`config.mk`:
```
export PLATFORM = sky130hd
export DESIGN_NAME = ddr3_req_arbiter
export DESIGN_NICKNAME = d
export VERILOG_FILES = /design/src/rtl/ddr3_req_arbiter_pkg.sv /design/src/rtl/ddr3_arb_pick.sv /design/src/rtl/ddr3_req_arbiter.sv
export SDC_FILE = /design/constraint.sdc
export NUM_CORES = 1
export LEC_CHECK = 0
export ABC_AREA = 1
export ABC_CLOCK_PERIOD_IN_PS = 1900
export CAP_MARGIN = 0
export CORE_AREA = 2 2 84 86
export CTS_CLUSTER_DIAMETER = 40
export DETAILED_ROUTE_END_ITERATION = 6
export DIE_AREA = 0 0 86 88
export HOLD_SLACK_MARGIN = 0.12
export PLACE_DENSITY = 0.77
export SETUP_SLACK_MARGIN = 0.15
export SYNTH_ARGS = -nofsm -noshare
export SYNTH_HDL_FRONTEND = slang
export SYNTH_SLANG_ARGS = --single-unit
```
`constraint.sdc`:
```
create_clock -name clk -period 1.9 [get_ports clk]
set_input_delay 0.475 -clock clk [delete_from_list [all_inputs] [get_ports clk]]
set_output_delay 0.475 -clock clk [all_outputs]
set_load 0.01 [all_outputs]
```
`src/rtl/ddr3_req_arbiter_pkg.sv`:
```
// Shared types for the DDR3 request arbiter.
// DDR3_ARB_ROUND_ROBIN_EN selects round-robin instead of fixed priority.
package ddr3_req_arbiter_pkg;

  typedef enum logic [1:0] {
    IDLE  = 2'd0,
    OWNED = 2'd1,
    DRAIN = 2'd2
  } ddr3_arb_state_t;

  localparam int DDR3_ARB_MAX_CH = 8;

endpackage

```
`src/rtl/ddr3_arb_pick.sv`:
```
// One-hot winner select: first requester at or after the start pointer.
// Fixed-priority builds tie the pointer to zero.
module ddr3_arb_pick #(
  parameter int NUM_CH = 4,
  parameter int PTR_W  = 2
) (
  input  logic [NUM_CH-1:0] i_req,
  input  logic [PTR_W-1:0]  i_ptr,
  output logic [NUM_CH-1:0] o_gnt
);

  logic           w_found;
  logic [PTR_W:0] w_idx;

  always_comb begin
    o_gnt   = '0;
    w_found = 1'b0;
    w_idx   = '0;
    for (int i = 0; i < NUM_CH; i++) begin
      w_idx = {1'b0, i_ptr} + (PTR_W+1)'(i);
      if (w_idx >= (PTR_W+1)'(NUM_CH))
        w_idx = w_idx - (PTR_W+1)'(NUM_CH);
      if (!w_found && i_req[w_idx[PTR_W-1:0]]) begin
        o_gnt[w_idx[PTR_W-1:0]] = 1'b1;
        w_found = 1'b1;
      end
    end
  end

endmodule

```
`src/rtl/ddr3_req_arbiter.sv`:
```
// N-channel DDR3 port arbiter with grant locking and busy tracking.
// Define DDR3_ARB_ROUND_ROBIN_EN for round-robin winner selection.
module ddr3_req_arbiter
  import ddr3_req_arbiter_pkg::*;
#(
  parameter int NUM_CH = 4,
  parameter int ADDR_W = 28,
  parameter int DATA_W = 8
) (
  input  logic                     clk,
  input  logic                     reset_n,
  input  logic [NUM_CH-1:0]        ch_request,
  input  logic [NUM_CH*ADDR_W-1:0] ch_addr,
  input  logic [NUM_CH-1:0]        ch_rd,
  input  logic [NUM_CH-1:0]        ch_wr,
  input  logic [NUM_CH*DATA_W-1:0] ch_din,
  output logic [NUM_CH-1:0]        ch_ready,
  output logic [NUM_CH-1:0]        ch_grant,
  input  logic [DATA_W-1:0]        ddr3_dout,
  input  logic                     ddr3_ready,
  output logic [ADDR_W-1:0]        ddr3_addr,
  output logic                     ddr3_rd,
  output logic                     ddr3_wr,
  output logic [DATA_W-1:0]        ddr3_din,
  output logic                     ddr3_request,
  output logic                     proto_err
);

  localparam int PTR_W = $clog2(NUM_CH);

  ddr3_arb_state_t   r_state;
  logic [NUM_CH-1:0] r_grant;
  logic              r_busy;
  logic              r_err;

  logic [NUM_CH-1:0] w_pick;
  logic [PTR_W-1:0]  w_ptr;
  logic              w_own_req;
  logic              w_own_rd;
  logic              w_own_wr;
  logic              w_strobe;
  logic              w_issue;
  logic              w_err_set;
  logic              w_done;
  logic              w_release;
  logic [ADDR_W-1:0] w_addr;
  logic [DATA_W-1:0] w_din;
  logic              w_unused_dout;

  // Read data is broadcast to the channels outside this block.
  assign w_unused_dout = ^ddr3_dout;

`ifdef DDR3_ARB_ROUND_ROBIN_EN
  logic [PTR_W-1:0] r_rr_ptr;
  logic [PTR_W-1:0] w_next_ptr;

  assign w_ptr = r_rr_ptr;

  always_comb begin
    w_next_ptr = '0;
    for (int i = 0; i < NUM_CH; i++)
      if (r_grant[i])
        w_next_ptr = (i == NUM_CH-1) ? '0 : PTR_W'(i+1);
  end
`else
  assign w_ptr = '0;
`endif

  ddr3_arb_pick #(
    .NUM_CH (NUM_CH),
    .PTR_W  (PTR_W)
  ) u_pick (
    .i_req (ch_request),
    .i_ptr (w_ptr),
    .o_gnt (w_pick)
  );

  always_comb begin
    w_addr = '0;
    w_din  = '0;
    for (int i = 0; i < NUM_CH; i++) begin
      if (r_grant[i]) begin
        w_addr = w_addr | ch_addr[i*ADDR_W +: ADDR_W];
        w_din  = w_din  | ch_din[i*DATA_W +: DATA_W];
      end
    end
  end

  assign w_own_req = |(ch_request & r_grant);
  assign w_own_rd  = |(ch_rd & r_grant);
  assign w_own_wr  = |(ch_wr & r_grant);
  assign w_strobe  = w_own_rd | w_own_wr;
  assign w_done    = r_busy & ddr3_ready;

  assign w_issue = reset_n & (r_state == OWNED)
                 & w_strobe & ddr3_ready & ~r_busy;

  assign w_err_set = (r_state != IDLE) & w_strobe
                   & ((w_own_rd & w_own_wr) | r_busy | ~ddr3_ready);

  // Busy already clear in DRAIN means the access finished on entry.
  assign w_release =
      ((r_state == OWNED) & ~w_own_req & ~r_busy & ~w_issue)
    | ((r_state == DRAIN) & (~r_busy | w_done));

  assign ddr3_wr      = w_issue & w_own_wr;
  assign ddr3_rd      = w_issue & w_own_rd & ~w_own_wr;
  assign ddr3_addr    = w_addr;
  assign ddr3_din     = w_din;
  assign ddr3_request = |r_grant;
  assign ch_grant     = r_grant;
  assign proto_err    = r_err;
  assign ch_ready     = r_grant & {NUM_CH{(r_state == OWNED)
                                          & ~r_busy & ddr3_ready}};

  always_ff @(posedge clk) begin
    if (!reset_n) begin
      r_state <= IDLE;
      r_grant <= '0;
      r_busy  <= 1'b0;
      r_err   <= 1'b0;
`ifdef DDR3_ARB_ROUND_ROBIN_EN
      r_rr_ptr <= '0;
`endif
    end else begin
      if (w_err_set)
        r_err <= 1'b1;
      if (w_issue)
        r_busy <= 1'b1;
      else if (w_done)
        r_busy <= 1'b0;
`ifdef DDR3_ARB_ROUND_ROBIN_EN
      if (w_release)
        r_rr_ptr <= w_next_ptr;
`endif
      unique case (r_state)
        IDLE: begin
          if (|ch_request) begin
            r_grant <= w_pick;
            r_state <= OWNED;
          end
        end
        OWNED: begin
          if (w_release) begin
            r_grant <= '0;
            r_state <= IDLE;
          end else if (!w_own_req) begin
            r_state <= DRAIN;
          end
        end
        DRAIN: begin
          if (w_release) begin
            r_grant <= '0;
            r_state <= IDLE;
          end
        end
        default: begin
          r_grant <= '0;
          r_state <= IDLE;
        end
      endcase
    end
  end

endmodule

```
==> flow_metrics.py, run 1 <==
metrics = {
    "grt": {
        "grt_pass1_vias": 2696,
        "track_usage": 0.2109,
        "grt_pass1_wl_mm": 12.76,
        "antenna_found_initial": 0,
        "grt_max_degree": 27,
        "gr-total-overflow": 0,
    },
    "power": {
        "ir_drop_uv": 439.8,
        "power.leakage_nw": 1.793,
        "power_w": 0.002599,
        "p_per_area_mw_per_mm2": 662.7,
    },
    "hold_path": {
        "hold_class": "reg -> reg",
    },
    "die": {
        "start_util": 0.2217,
        "fp.dieH_um": 88,
        "dieArea_mm2": 0.007568,
        "fp-row-count": 30,
        "ios": 215,
        "core_area_mm2": 0.006644,
        "die_x_um": 86,
    },
    "routing": {
        "avgViaCountPerCell": 4.765,
        "vias": 2883,
        "drt_pass1_iterations": 4,
        "finalWirelength_mm": 8.919,
        "wl_per_cell_um": 14.74,
        "drcViolationCount": 0,
        "ant_nets": 0,
        "drt_iter0_markers": 75,
    },
    "critical_path": {
        "cp.required_ps": 2070,
        "endpoint_kind": "flop",
        "crit_top_cell": "nand2_2",
        "critPathKind": "reg -> reg",
        "cp_cell_sequence": "inv_2 > buf_6 > buf_6 > buf_6 > ha_4 > inv_4 > or2_4 > nor3_4 > nand2_2 > nand2_2 > inv_4 > nand2_2 > nand2_2 > a21oi_2",
        "critPathArrivalTime_ps": 2020,
        "cp_slowest_cell": "dfxtp_2",
        "critPathLaunchType": "flop",
        "crit_fanout": 4,
        "slowest_delay_ps": 320,
        "reg2reg_slack_ps": 40,
    },
    "layout": {
        "fillers": 626,
        "nets": 697,
        "final_cell_mix": "nand2_1 (163), clkdlybuf4s50_1 (143), nand4_1 (39), buf_2 (39), buf_4 (23)",
        "drive_gt1_frac": 0.2400,
        "diodes": 0,
        "syn2layout_area_growth_pct": 166.4,
        "instances_no_fill": 605,
        "layout_commonest_cell": "nand2_1",
    },
    "clock_network": {
        "insertion_delay_ps": 240,
        "ctsHoldBuffers": 0,
        "cts_buffer_depth": 2,
        "tritoncts": "built",
        "cts_root_buf": "clkbuf_8",
        "cts_made_buffers": 3,
        "clk_pin_slew_ps": 40,
        "clock_sinks": 8,
        "htreeDepth": 1,
    },
    "outcome": {
        "outcome": "finished clean",
    },
    "logic_synthesis": {
        "post_synth_num_cell_types": 24,
        "syn-instance-count": 295,
        "syn-num-nets": 465,
        "ys_seq_area_frac": 0.1088,
        "syn_area_mm2": 0.001473,
        "synth_warnings": 0,
        "synth-seq-cells": 8,
        "avgSynthCellArea_um2": 4.992,
    },
    "sta": {
        "drv_slew": 0,
        "timing.final.crit_share": 0.9773,
        "hold_violations": 0,
        "relSlewSlack": 0.8721,
        "max_clock_freq_mhz": 538.5,
        "whs_ps": 451.1,
        "rsz0062_at_grt": "true",
        "setup_violations": 0,
        "post-route-min-period_ps": 1857,
        "finClkSkew_ps": 0.9499,
        "tightest_slew_ps": 191.2,
    },
    "job": {
        "maxCapViolCount": 0,
    },
    "place": {
        "dp.cells": 586,
        "port_buffers": 206,
        "dp_hpwl_mm": 6.952,
        "gp_congestion": 0.8660,
    },
}
sequential cells by signal (all words and copies together), names as in the netlist:
| name | cells |
|---|---|
| r_state | 2 |
| ch_grant | 4 |
| proto_err | 1 |
| r_busy | 1 |
critical path: cells and delay by family (launching register included):
kind,cells,cell delay (ps)
DFF,1,320
AOI/OAI and AO/OA,1,90
adders and majority gates,1,150
buffers and inverters,6,420
and+or+nand+nor,6,790
logic make-up (layout without fill, tap and decap cells):
group,count (synthesis),in the layout,synth area share
compound gates,10,10,0.03824
buf+inv,33,263,0.09005
simple gates,241,241,0.7375
flops,8,8,0.1087
fa+ha+maj,3,3,0.02549
path summary, 6_finish.rpt:
path | from | to | depth (start not counted)
worst max-delay path | r_state[1] | r_state[1] | 14
worst min-delay path | proto_err | proto_err | 2
worst max register to register | r_state[1] | r_state[1] | 14
worst min register to register | proto_err | proto_err | 2
where the power goes:
part / total [W] / internal [W] / switching (W)
logic: 0.00211 / 0.00107 / 0.00105
clock network: 0.000219 / 0.000138 / 0.0000801
registers: 0.000267 / 0.000212 / 0.0000551
cell type report:
type	count	area [um2]	area share
inverters	17	68.82	0.01754
flip-flops and latches	8	175.2	0.04466
repair buffers	243	2272	0.5793
well taps	80	100.1	0.02552
clock buffers	3	41.29	0.01053
multi-input cells	254	1265	0.3225
synth_stat cells (all sizes together):
cell | n | share of area
nand2 | 176 | 0.47
nand4 | 39 | 0.17
inv | 17 | 0.043
nor2 | 16 | 0.049
clkbuf | 9 | 0.023
dfxtp | 8 | 0.11
buf | 7 | 0.024
nand3 | 7 | 0.036
a21oi | 5 | 0.020
o21ai | 4 | 0.014
ha | 3 | 0.025
nor3 | 1 | 0.011
nor4 | 1 | 0.0043
o211ai | 1 | 0.0051
or2 | 1 | 0.0059
through the flow:
step | setup TNS [ps] | area, um2 | setup WS [ps] | utilization
after CTS | 0 | 3769 | 19.19 | 0.5672
after global routing | -40.82 | 3923 | -30.12 | 0.5904
after detailed placement | -10800 | 3736 | -586.1 | 0.5623
after floorplan | 0 | 1473 | 168.2 | -
final | 0 | 3923 | 43.16 | 0.5904
after global placement | -10140 | 3736 | -524.8 | 0.5623
repair_timing:
action	4_1_cts	5_1_grt
setup buffers	8	7
pin swaps	8	24
resized for setup	218	35
setup endpoints to repair	47	19
gates cloned	1	0
metal layers:
metal  vias up  GRT usage  share of wire
met4         0    0.05916          0.022
met2       157     0.4038           0.52
met1      1289     0.2270           0.36
met5         -          0              0
met3        21    0.05561          0.093
li1       1416          -              -
Note: power is estimated with default switching activity, not from simulation.
==> run 2, diff against run 1 <==
- SLEW_MARGIN: unset -> 10
==> results of run 2 <==
The final DEF is identical to that of run 1; final timing and power are the same.
==> run 3, diff against run 2 <==
- CTS_CLUSTER_SIZE: unset -> 28
==> results of run 3 <==
The final DEF is identical to that of run 1; final timing and power are the same.
